## config.mk

```make
export PLATFORM = sky130hd
export DESIGN_NAME = hazard_sequencer
export DESIGN_NICKNAME = d
export VERILOG_FILES = /design/src/rtl/pipe_ctrl_pkg.sv /design/src/rtl/hazard_detect.sv /design/src/rtl/hazard_sequencer.sv
export SDC_FILE = /design/constraint.sdc
export NUM_CORES = 1
export LEC_CHECK = 0
export BUFFER_PORTS_ARGS = -buffer_cell sky130_fd_sc_hd__buf_2
export CELL_PAD_IN_SITES_DETAIL_PLACEMENT = 0
export CELL_PAD_IN_SITES_GLOBAL_PLACEMENT = 2
export CORE_UTILIZATION = 23
export DETAILED_ROUTE_END_ITERATION = 8
export GPL_ROUTABILITY_DRIVEN = 0
export PLACE_DENSITY_LB_ADDON = 0.15
export SYNTH_ARGS = -nofsm -noshare
export SYNTH_HDL_FRONTEND = slang
export SYNTH_SLANG_ARGS = --single-unit
```

## constraint.sdc

```tcl
create_clock -name clk -period 2.65 [get_ports clk]
set_clock_uncertainty 0.2 [all_clocks]
set_input_delay 0.1325 -clock clk [delete_from_list [all_inputs] [get_ports clk]]
set_output_delay 0.1325 -clock clk [all_outputs]
set_load 0.01 [all_outputs]
```

## src/rtl/pipe_ctrl_pkg.sv

```systemverilog
// Shared pipeline-control definitions for the 5-stage MIPS core.
package pipe_ctrl_pkg;

  typedef enum logic [1:0] {
    DRAIN    = 2'd0,
    RUN      = 2'd1,
    LU_STALL = 2'd2,
    MEM_WAIT = 2'd3
  } state_t;

  localparam int          REG_W     = 5;
  localparam logic [31:0] NOP_INSTR = 32'h0000_0000;

endpackage

```

## src/rtl/hazard_detect.sv

```systemverilog
// Combinational hazard detection: load-use hazard and data-memory stall.
// Kept standalone so the forwarding-unit bench can reuse it.
module hazard_detect
  import pipe_ctrl_pkg::*;
(
  input  logic             id_ex_mem_read,
  input  logic [REG_W-1:0] id_ex_rt,
  input  logic [REG_W-1:0] if_id_rs,
  input  logic [REG_W-1:0] if_id_rt,
  input  logic             if_id_uses_rt,
  input  logic             dmem_req,
  input  logic             dmem_ready,
  output logic             lu_hazard,
  output logic             mem_stall
);

  // $0 is hardwired to zero, so a load targeting it never creates a hazard.
  always_comb begin
    lu_hazard = id_ex_mem_read && (id_ex_rt != '0) &&
                ((id_ex_rt == if_id_rs) || (if_id_uses_rt && (id_ex_rt == if_id_rt)));
    mem_stall = dmem_req && !dmem_ready;
  end

endmodule

```

## src/rtl/hazard_sequencer.sv

```systemverilog
// Pipeline hazard sequencer: post-reset drain, load-use bubbles, branch
// flushes and data-memory freezes. Outputs are combinational from the
// registered state and act in the current cycle.
// Optional macro HAZARD_PERF_CNT_EN adds saturating performance counters.
module hazard_sequencer
  import pipe_ctrl_pkg::*;
#(
  parameter int DRAIN_CYCLES = 4,
  parameter int LU_BUBBLES   = 1,
  parameter int CNT_W        = 32
) (
  input  logic             clk,
  input  logic             reset,
  input  logic             id_ex_mem_read,
  input  logic [REG_W-1:0] id_ex_rt,
  input  logic [REG_W-1:0] if_id_rs,
  input  logic [REG_W-1:0] if_id_rt,
  input  logic             if_id_uses_rt,
  input  logic             branch_taken,
  input  logic             dmem_req,
  input  logic             dmem_ready,
  output logic             pc_write,
  output logic             if_id_write,
  output logic             if_id_flush,
  output logic             id_ex_bubble,
  output logic             pipe_freeze,
  output logic [1:0]       state_o
`ifdef HAZARD_PERF_CNT_EN
  ,
  output logic [CNT_W-1:0] lu_stall_cnt,
  output logic [CNT_W-1:0] mem_stall_cnt,
  output logic [CNT_W-1:0] flush_cnt
`endif
);

  localparam int DW = (DRAIN_CYCLES > 1) ? $clog2(DRAIN_CYCLES) : 1;
  localparam int BW = 2;

  if (LU_BUBBLES < 1 || LU_BUBBLES > 3 || DRAIN_CYCLES < 1 || CNT_W < 1) begin : g_bad_param
    $error("hazard_sequencer: parameter out of range");
  end

  state_t        state, state_nxt;
  logic [DW-1:0] drain_cnt, drain_nxt;
  logic [BW-1:0] bub_cnt, bub_nxt;
  logic          lu_hazard, mem_stall;
  logic          lu_act, flush_act;

  hazard_detect u_detect (
    .id_ex_mem_read (id_ex_mem_read),
    .id_ex_rt       (id_ex_rt),
    .if_id_rs       (if_id_rs),
    .if_id_rt       (if_id_rt),
    .if_id_uses_rt  (if_id_uses_rt),
    .dmem_req       (dmem_req),
    .dmem_ready     (dmem_ready),
    .lu_hazard      (lu_hazard),
    .mem_stall      (mem_stall)
  );

  assign state_o = state;

  // State and counter registers; reset re-enters DRAIN and clears counters.
  always_ff @(posedge clk) begin
    if (reset) begin
      state     <= DRAIN;
      drain_cnt <= DW'(DRAIN_CYCLES - 1);
      bub_cnt   <= '0;
    end else begin
      state     <= state_nxt;
      drain_cnt <= drain_nxt;
      bub_cnt   <= bub_nxt;
    end
  end

  // Next state and control outputs; reset overrides everything last.
  always_comb begin
    state_nxt    = state;
    drain_nxt    = drain_cnt;
    bub_nxt      = bub_cnt;
    pc_write     = 1'b0;
    if_id_write  = 1'b0;
    if_id_flush  = 1'b0;
    id_ex_bubble = 1'b0;
    pipe_freeze  = 1'b0;
    lu_act       = 1'b0;
    flush_act    = 1'b0;
    case (state)
      DRAIN: begin
        if_id_flush  = 1'b1;
        id_ex_bubble = 1'b1;
        if (drain_cnt == '0) state_nxt = RUN;
        else                 drain_nxt = drain_cnt - 1'b1;
      end
      RUN: begin
        if (mem_stall) begin
          pipe_freeze = 1'b1;
          state_nxt   = MEM_WAIT;
        end else if (lu_hazard) begin
          // A coincident branch is dropped; ID re-resolves it after the stall.
          id_ex_bubble = 1'b1;
          lu_act       = 1'b1;
          if (LU_BUBBLES > 1) begin
            state_nxt = LU_STALL;
            bub_nxt   = BW'(LU_BUBBLES - 2);
          end
        end else if (branch_taken) begin
          if_id_flush = 1'b1;
          pc_write    = 1'b1;
          flush_act   = 1'b1;
        end else begin
          pc_write    = 1'b1;
          if_id_write = 1'b1;
        end
      end
      LU_STALL: begin
        if (mem_stall) begin
          // Freeze wins this cycle; the remaining bubble count is held.
          pipe_freeze = 1'b1;
        end else begin
          id_ex_bubble = 1'b1;
          lu_act       = 1'b1;
          if (bub_cnt == '0) state_nxt = RUN;
          else               bub_nxt   = bub_cnt - 1'b1;
        end
      end
      MEM_WAIT: begin
        pipe_freeze = 1'b1;
        if (dmem_ready) state_nxt = RUN;
      end
      default: state_nxt = DRAIN;
    endcase
    if (reset) begin
      pc_write     = 1'b0;
      if_id_write  = 1'b0;
      if_id_flush  = 1'b1;
      id_ex_bubble = 1'b1;
      pipe_freeze  = 1'b0;
      lu_act       = 1'b0;
      flush_act    = 1'b0;
    end
  end

`ifdef HAZARD_PERF_CNT_EN
  // Saturating event counters; drain flushes/bubbles are not counted.
  always_ff @(posedge clk) begin
    if (reset) begin
      lu_stall_cnt  <= '0;
      mem_stall_cnt <= '0;
      flush_cnt     <= '0;
    end else begin
      if (lu_act && lu_stall_cnt != '1)      lu_stall_cnt  <= lu_stall_cnt + 1'b1;
      if (pipe_freeze && mem_stall_cnt != '1) mem_stall_cnt <= mem_stall_cnt + 1'b1;
      if (flush_act && flush_cnt != '1)       flush_cnt     <= flush_cnt + 1'b1;
    end
  end
`endif

endmodule

```

==> metrics, run 1 <==
outcome completed; number of nets still failing antenna checks after routing 0; standby leakage power 0.336 nW; total vias in the final route 594; maximum buffer depth of the clock tree 2; hold-fix buffers at CTS 0; share of final-layout standard cells stronger than drive strength 1 33.7%; first-pass GRT wire length 2.19 mm; number of rows created at floorplan 17; post-synthesis simple-gate area fraction 19.3%; fraction of synthesized area in multiplexers 0%; Max Fanout on Critical Path 5; number of fillers in the final layout 258; CTS tree yes; cells after synthesis 71; parity-gate share of the synthesized area counting xor and xnor cells 18.4%; half-perimeter wire length after placement 1.16 mm; Hold Crit Class primary input to flop; required time of the critical path 2630 ps; average routed wire per standard cell 10.4 um; number of buffers inserted to repair setup after CTS 0; fraction of the yosys area taken by sequential cells 21.0%; H-tree lvl count 1; post-place setup slack 583 ps; worst reg-to-reg setup slack 600 ps; CP max stage cell sky130_fd_sc_hd__or4b_2; cell type contributing the most total cell area after synthesis sky130_fd_sc_hd__dfxtp_1; proportion of synthesized flip-flops having asynchronous set or reset 0%; number of distinct library cell variants in the gate-level netlist after synthesis 27; first-pass iteration count of the detailed router 4; total DRC errors in the routed layout 0; Die Span Y 51.9 um; share of synthesized cell area in full adder, half adder and majority cells 15.3%; number of primary I/O pins 29; crit path time final 2050 ps; worst max-slew margin expressed relative to the limit 72.3%; Pwr per Cell Area 581 nW/um^2; First DRT Iteration DRCs 1; Die ar. 2690 sq um; dpl cells 126; clk slew on worst S/H paths 50 ps; CTS sink count 6; share of Yosys cell area claimed by the top area cell type 21.0%; worst-margin pin slew 412 ps; number of cell instances on the worst register-to-register path 6; Storage cell area 120 sq um; starting density of the core 25.1%; mapped cell area 572 sq um; YS warnings 0; final setup violating endpoints 0; post-CTS resize count 0; vias in the first global route 519; CP Capture Type flop; maximum number of pins on one net before global-route repair 12; ANT cells 0; Die Span X 51.9 um; number of enable-type register cells in the synthesized netlist 0; net count after synthesis 100; largest family of logic cells by synthesized area compound AO/OA/AOI/OAI gates; delay contributed by the slowest stage of the critical path 610 ps; f_max 488 MHz; max-capacitance violation count 0; path length in cells of the critical path 6; Max Transition Viols Final 0; Total GRT Usage 11.0%; layout-stage area growth over the synthesis result 33.9%; # nets final 132; Setup Crit Path Kind flop to flop; Worst Slack Setup Final 600 ps; final hold viol count 0; post-synthesis area per instance 8.05 sq um; delay-heaviest family, CP simple AND/OR/NAND/NOR gates; peak supply drop 0.261 mV; worst-skew pair later-pin latency 240 ps; Num CTS Buffers 3; final cycle utilization of the critical path 77.3%; prevailing post-synth register cell sky130_fd_sc_hd__dfxtp_1; average via count per standard cell 4.60; TNS Setup 0 ps; hold path cells 2; data arrival time of the critical path 2030 ps; non-filler instance count after layout 129; placeable core region 2280 sq um; cell types with the largest area share after synthesis sky130_fd_sc_hd__dfxtp_1, sky130_fd_sc_hd__xnor2_1, sky130_fd_sc_hd__ha_1; Critical Path Start Type flop; Overall Power 0.445 mW; footprint of the multi-input gates 418 sq um; most common cell in the netlist sky130_fd_sc_hd__xnor2_1; residual overflow from global routing 0; RSZ-0062 raised after global routing false; cell at the root of the clock tree sky130_fd_sc_hd__clkbuf_4; Total Routed Length 1.35 mm; worst-case hold slack 6.39 ps; Synth Register Bits 6; Buffers on Ports 28; buffer and inverter count on the worst path 1; most frequent cells after synthesis sky130_fd_sc_hd__xnor2_1, sky130_fd_sc_hd__inv_1, sky130_fd_sc_hd__ha_1, sky130_fd_sc_hd__dfxtp_1, sky130_fd_sc_hd__nor2_1; worst path cell trace inv_1 > ha_1 > nand2b_1 > o21ai_0 > or4b_2 > a21oi_1; complex-gate fraction of the synthesized area 20.1%; antenna violations before repair 0
-- power breakdown --
part           total, mW  switching (mW)  internal, mW
clock             0.0829          0.0318        0.0511
combinational      0.235           0.125         0.110
sequential         0.127          0.0145         0.112
-- layout by cell type (no fill, tap or decap), types with 2 or more instances in the layout --
master and count:
sky130_fd_sc_hd__xnor2_1 12, sky130_fd_sc_hd__nand2_1 3, sky130_fd_sc_hd__dfxtp_1 6, sky130_fd_sc_hd__a211oi_1 2, sky130_fd_sc_hd__nand2b_1 3, sky130_fd_sc_hd__nor2_1 6
sky130_fd_sc_hd__a21oi_1 5, sky130_fd_sc_hd__clkbuf_4 3, sky130_fd_sc_hd__nor3_1 2, sky130_fd_sc_hd__inv_1 8, sky130_fd_sc_hd__buf_2 28, sky130_fd_sc_hd__ha_1 7
-- path summary, 6_finish.rpt --
kind / startpoint / end
worst min register to register: drain_cnt[1] / drain_cnt[1]
worst min-delay path: reset / state_o[1]
worst max-delay path: state_o[0] / state_o[1]
worst max register to register: state_o[0] / state_o[1]
-- registers in the layout (all words and copies together), names as in the netlist --
name and cells:
drain_cnt 2, state_o 2, bub_cnt 2
-- layer usage --
metal  track usage [%]  wire length, um  vias up
met4              5.41               12        0
met3              2.63               92        2
met1              13.6              608      261
met5                 0                0        -
met2              17.7              633       24
li1                  -                -      307
-- worst register-to-register path: stages (launching register included) --
cell,delay [ps]
sky130_fd_sc_hd__dfxtp_1,390
sky130_fd_sc_hd__inv_1,100
sky130_fd_sc_hd__ha_1,250
sky130_fd_sc_hd__nand2b_1,160
sky130_fd_sc_hd__o21ai_0,150
sky130_fd_sc_hd__or4b_2,610
sky130_fd_sc_hd__a21oi_1,130
-- kinds of logic (layout without fill, tap and decap cells) --
family / Yosys count / after routing
AO/OA/AOI/OAI: 16 / 16
XOR/XNOR: 12 / 12
adder cells (fa/ha/maj): 7 / 7
buffers and inverters: 9 / 39
flip-flops: 6 / 6
AND/OR/NAND/NOR: 21 / 21
-- cell type report --
class	instances	share of cell area (%)
clock buffers	3	2.94
inverters	8	3.92
multi-input cells	56	54.6
flip-flops and latches	6	15.7
well taps	28	4.58
repair buffers	28	18.3
-- through the flow --
step | utilization [%] | area [sq um]
after detailed placement | 32.7 | 743
after CTS | 33.6 | 766
after floorplan | - | 572
final | 33.6 | 766
after global routing | 33.6 | 766
after global placement | 32.7 | 743
(Power assumes the default switching activity.)
==> inputs of run 2 (changes only) <==
--- a/config.mk
+++ b/config.mk
@@ -5,10 +5,11 @@
 export SDC_FILE = /design/constraint.sdc
 export NUM_CORES = 1
 export LEC_CHECK = 0
+export ABC_AREA = 1
 export BUFFER_PORTS_ARGS = -buffer_cell sky130_fd_sc_hd__buf_2
 export CELL_PAD_IN_SITES_DETAIL_PLACEMENT = 0
 export CELL_PAD_IN_SITES_GLOBAL_PLACEMENT = 2
-export CORE_UTILIZATION = 23
+export CORE_UTILIZATION = 19
 export DETAILED_ROUTE_END_ITERATION = 8
 export GPL_ROUTABILITY_DRIVEN = 0
 export PLACE_DENSITY_LB_ADDON = 0.15
==> constraint.sdc (replaced) <==
create_clock -name clk -period 1.7 [get_ports clk]
set_clock_uncertainty 0.2 [all_clocks]
set_input_delay 0.085 -clock clk [delete_from_list [all_inputs] [get_ports clk]]
set_output_delay 0.085 -clock clk [all_outputs]
set_load 0.01 [all_outputs]
==> run 2 against run 1 <==
  * Synthesized cell count increased by 61%
  * Sequential cell count unchanged
  * Register-to-register slack got worse by 440 ps
  * Critical path depth decreased by 1
  * Global-route usage increased by 0.38 points
  * Critical path type is now flop to primary output
  * Largest power group unchanged
==> metrics, run 2 <==
Die ar. 3550 sq um; First DRT Iteration DRCs 38; first-pass GRT wire length 3.03 mm; Buffers on Ports 28; maximum number of pins on one net before global-route repair 7; proportion of synthesized flip-flops having asynchronous set or reset 0%; fraction of the yosys area taken by sequential cells 19.0%; layout-stage area growth over the synthesis result 44.0%; number of nets still failing antenna checks after routing 0; cells after synthesis 114; Total GRT Usage 11.4%; first-pass iteration count of the detailed router 4; most common library cell in the layout ignoring fill and taps sky130_fd_sc_hd__nand2_1; data arrival time of the critical path 1350 ps; net count after synthesis 143; final cycle utilization of the critical path 96.4%; starting density of the core 20.3%; residual overflow from global routing 0; cell at the root of the clock tree sky130_fd_sc_hd__clkbuf_4; f_max 610 MHz; ANT cells 0; YS warnings 0; Num CTS Buffers 3; worst-skew pair later-pin latency 250 ps; share of final-layout standard cells stronger than drive strength 1 31.1%; peak supply drop 0.575 mV; vias in the first global route 737; final hold viol count 0; final setup violating endpoints 0; Critical R2R Launch state_o[0]; crit path time final 1640 ps; outcome completed; total DRC errors in the routed layout 0; cell type contributing the most total cell area after synthesis sky130_fd_sc_hd__nand2_1; Overall Power 0.847 mW; dpl cells 186; worst max-slew margin expressed relative to the limit 87.3%; number of primary I/O pins 29; half-perimeter wire length after placement 1.44 mm; non-filler instance count after layout 192; placeable core region 3100 sq um; mapped cell area 631 sq um; Die Span Y 59.6 um; average routed wire per standard cell 9.34 um; most frequent cells in the layout sky130_fd_sc_hd__nand2_1, sky130_fd_sc_hd__buf_2, sky130_fd_sc_hd__inv_1, sky130_fd_sc_hd__nor2_1, sky130_fd_sc_hd__nand3_1; RSZ-0062 raised after global routing true; startpoint of the most critical hold path dmem_ready; max-capacitance violation count 0; CTS tree yes; Pwr per Cell Area 932 nW/um^2; worst-margin pin slew 190 ps; cell types with the largest area share after synthesis sky130_fd_sc_hd__nand2_1, sky130_fd_sc_hd__dfxtp_1, sky130_fd_sc_hd__inv_1; maximum buffer depth of the clock tree 2; required time of the critical path 1410 ps; Critical Path Start Type flop; average via count per standard cell 3.87; Hold Crit Class primary input to flop; # nets final 179; CTS sink count 6; number of distinct library cell variants in the gate-level netlist after synthesis 14; Synth Register Bits 6; Setup Crit Path Kind flop to primary output; number of rows created at floorplan 20; CP Capture Type primary output; most frequent cells after synthesis sky130_fd_sc_hd__nand2_1, sky130_fd_sc_hd__inv_1, sky130_fd_sc_hd__nor2_1, sky130_fd_sc_hd__ha_1, sky130_fd_sc_hd__nand3_1; standby leakage power 0.539 nW; antenna violations before repair 0; Max Transition Viols Final 0; total vias in the final route 743; clk slew on worst S/H paths 50 ps; share of Yosys cell area claimed by the top area cell type 23.2%; most common cell in the netlist sky130_fd_sc_hd__nand2_1; post-synthesis area per instance 5.53 sq um; Max Fanout on Critical Path 5; prevailing post-synth register cell sky130_fd_sc_hd__dfxtp_1; H-tree lvl count 1; Die Span X 59.6 um; number of enable-type register cells in the synthesized netlist 0; Setup crit start state_o[0]; Total Routed Length 1.79 mm
run 2: layer usage:
layer | vias to the layer above | track usage [%] | share of wire (%)
met5 | - | 0 | 0
met4 | 0 | 5.98 | 0.56
met3 | 2 | 1.75 | 4.7
met2 | 17 | 20.1 | 49
met1 | 313 | 13.2 | 45
li1 | 411 | - | -
run 2: kinds of logic after synthesis:
logic type      share of synthesized area [%]
simple gates                             37.1
buf+inv                                  17.9
compound gates                           10.7
fa+ha+maj                                13.9
flops                                    19.0
xor+xnor                                 1.39
run 2: power by group:
group	internal [mW]	total (mW)	switching, mW	leakage, nW
clock network	0.0802	0.136	0.0561	0.0138
logic	0.205	0.479	0.274	0.474
registers	0.191	0.232	0.0402	0.0503
total	0.476	0.847	0.371	0.539
run 2: worst paths after layout:
path                  to  slack, ps  depth (start not counted)
min reg2reg   bub_cnt[1]        260                          2
max reg2reg   state_o[1]        160                          6
min           state_o[1]         90                          5
max          pipe_freeze         60                          5
run 2: per-stage QoR:
stage	hold slack, ps	setup slack (ps)	utilization, %	TNS [ps]	instance area (sq um)
after floorplan	-45.9	196	-	0	631
after global placement	166	188	26.6	0	826
after detailed placement	155	123	26.6	0	826
after CTS	89.2	10.1	28.4	0	881
after global routing	126	-42.6	29.3	-74.7	908
final	93.3	62.0	29.3	0	908
run 2: critical path, cell delays in order, from the launching register on:
cell and delay [ps]:
sky130_fd_sc_hd__dfxtp_4 380, sky130_fd_sc_hd__inv_1 90, sky130_fd_sc_hd__ha_2 230, sky130_fd_sc_hd__nor2_2 120, sky130_fd_sc_hd__a21boi_2 160, sky130_fd_sc_hd__buf_2 130
run 2: what timing repair did:
item | 4_1_cts | 5_1_grt
endpoints found under the setup margin | 3 | 4
pin swaps | 1 | 1
buffers inserted | 2 | 0
hold buffers | 1 | 0
hold endpoints to repair | 2 | 0
resized for setup | 4 | 10
run 2: final cells by class:
type	count	area, sq um
clock buffers	3	22.5
fillers	389	2190
multi-input cells	78	428
well taps	44	55.1
repair buffers	31	165
inverters	30	113
flip-flops and latches	6	125
==> inputs of run 3 (changes only) <==
--- a/config.mk
+++ b/config.mk
@@ -9,9 +9,10 @@
 export BUFFER_PORTS_ARGS = -buffer_cell sky130_fd_sc_hd__buf_2
 export CELL_PAD_IN_SITES_DETAIL_PLACEMENT = 0
 export CELL_PAD_IN_SITES_GLOBAL_PLACEMENT = 2
-export CORE_UTILIZATION = 19
+export CORE_UTILIZATION = 22
 export DETAILED_ROUTE_END_ITERATION = 8
 export GPL_ROUTABILITY_DRIVEN = 0
+export GPL_TIMING_DRIVEN = 0
 export PLACE_DENSITY_LB_ADDON = 0.15
 export SYNTH_ARGS = -nofsm -noshare
 export SYNTH_HDL_FRONTEND = slang
==> constraint.sdc (replaced) <==
create_clock -name clk -period 1.9 [get_ports clk]
set_clock_uncertainty 0.2 [all_clocks]
set_input_delay 0.095 -clock clk [delete_from_list [all_inputs] [get_ports clk]]
set_output_delay 0.095 -clock clk [all_outputs]
set_load 0.01 [all_outputs]
==> run 3 against run 2 <==
  * Total power down 19%
  * Hold slack better by 1.0 ps
  * Global-route usage down 0.91 points
  * Die area down 13%
  * Register-to-register slack better by 170 ps
  * First-iteration DRC count down 18%
  * Cell count down 7.8%
  * Critical path type unchanged
  * Largest power group unchanged
==> metrics, run 3 (synthesis results as in run 2) <==
outcome completed; Buffers on Ports 28; number of primary I/O pins 29; Die Span X 55.5 um; crit path time final 1760 ps; startpoint of the most critical hold path dmem_req; worst-skew pair later-pin latency 260 ps; ANT cells 0; post-place setup slack 251 ps; Overall Power 0.687 mW; worst reg-to-reg setup slack 330 ps; worst-margin pin slew 169 ps; CP Capture Type primary output; Total Routed Length 1.53 mm; cell at the root of the clock tree sky130_fd_sc_hd__clkbuf_4; data arrival time of the critical path 1460 ps; number of rows created at floorplan 19; Critical Path Start Type flop; Num CTS Buffers 3; first-pass iteration count of the detailed router 2; share of final-layout standard cells stronger than drive strength 1 24.0%; Die Span Y 55.5 um; most frequent cells in the layout sky130_fd_sc_hd__nand2_1, sky130_fd_sc_hd__inv_1, sky130_fd_sc_hd__buf_2, sky130_fd_sc_hd__nor2_1; vias in the first global route 666; fin area 845 sq um; Pwr per Cell Area 813 nW/um^2; residual overflow from global routing 0; Critical R2R Launch state_o[0]; antenna violations before repair 0; H-tree lvl count 1; final cycle utilization of the critical path 92.5%; total vias in the final route 724; peak supply drop 0.385 mV; met1 Usage GRT 12.2%; Max Fanout on Critical Path 5; Max Transition Viols Final 0; maximum number of pins on one net before global-route repair 7; first-pass GRT wire length 2.57 mm; routing layer with the top usage in global route met2; placeable core region 2730 sq um; average via count per standard cell 4.09; RSZ-0062 raised after global routing false; average routed wire per standard cell 8.66 um; required time of the critical path 1600 ps; # nets final 177; Storage cell area 123 sq um; First DRT Iteration DRCs 31; Total GRT Usage 10.5%; max-capacitance violation count 0; number of cell instances on the worst register-to-register path 6; footprint of the multi-input gates 398 sq um; clk slew on worst S/H paths 50 ps; number of nets still failing antenna checks after routing 0; half-perimeter wire length after placement 1.30 mm; placement-stage cell area 810 sq um; maximum buffer depth of the clock tree 2; hold path cells 4; final hold viol count 0; GR Layer Usage met3 1.87%; standby leakage power 0.531 nW; number of buffers inserted to repair setup after CTS 0; TNS Setup 0 ps; CTS tree yes; layout-stage area growth over the synthesis result 33.9%; CTS sink count 6; worst max-slew margin expressed relative to the limit 88.7%; worst-case hold slack 94.3 ps; GRT met2 Usage 17.7%; most common library cell in the layout ignoring fill and taps sky130_fd_sc_hd__nand2_1; worst flop-to-flop path endpoint state_o[1]; Setup Crit Path Kind flop to primary output; total DRC errors in the routed layout 0; Hold Crit Class primary input to flop; worst hold endpoint bub_cnt[1]; Worst Slack Setup Final 143 ps; Die ar. 3080 sq um; starting density of the core 23.1%; f_max 569 MHz; number of fillers in the final layout 323; final setup violating endpoints 0
## run 3: power by group
part	switching [mW]	internal, mW	leakage [nW]	total (mW)
Sequential	0.0339	0.167	0.0500	0.201
Combinational	0.214	0.145	0.467	0.360
Clock	0.0541	0.0720	0.0138	0.126
## run 3: repair_timing
item | CTS | global route
hold buffers | 1 | 0
endpoints found under the hold margin | 2 | 0
endpoints found under the setup margin | 0 | 2
gates resized for setup | 0 | 2
## run 3: cell type report
type,count,area share [%]
multi-input cells,78,47.1
repair buffers,29,17.8
flip-flops and latches,6,14.5
inverters,30,13.3
well taps,31,4.59
clock buffers,3,2.67
## run 3: critical path, cell delays in order, from the launching register on
cell and delay [ps]:
sky130_fd_sc_hd__dfxtp_2 370, sky130_fd_sc_hd__inv_1 90, sky130_fd_sc_hd__ha_1 260, sky130_fd_sc_hd__nor2_1 150
sky130_fd_sc_hd__a21boi_0 180, sky130_fd_sc_hd__buf_2 150
## run 3: layer usage
metal / wire length (um) / part of all wire, %
met1: 710 / 46
met2: 721 / 47
met3: 78 / 5.1
met4: 21 / 1.4
met5: 0 / 0
## run 3: worst max-delay path by stage
| stage | start | end | slack (ps) | cells past startpoint |
|---|---|---|---|---|
| after CTS | state_o[0] | pipe_freeze | 30 | 5 |
| after floorplan | state_o[0] | state_o[1] | 400 | 6 |
| after global routing | state_o[0] | pipe_freeze | 20 | 5 |
| after global placement | state_o[0] | state_o[1] | 260 | 6 |
| after detailed placement | state_o[0] | state_o[1] | 250 | 6 |
| final | state_o[0] | pipe_freeze | 140 | 5 |
## run 3: stage by stage
step	utilization [%]	instances
floorplan	-	114
global placement	29.6	173
detailed placement	29.6	173
CTS	30.8	177
global route	30.9	177
finish	30.9	177
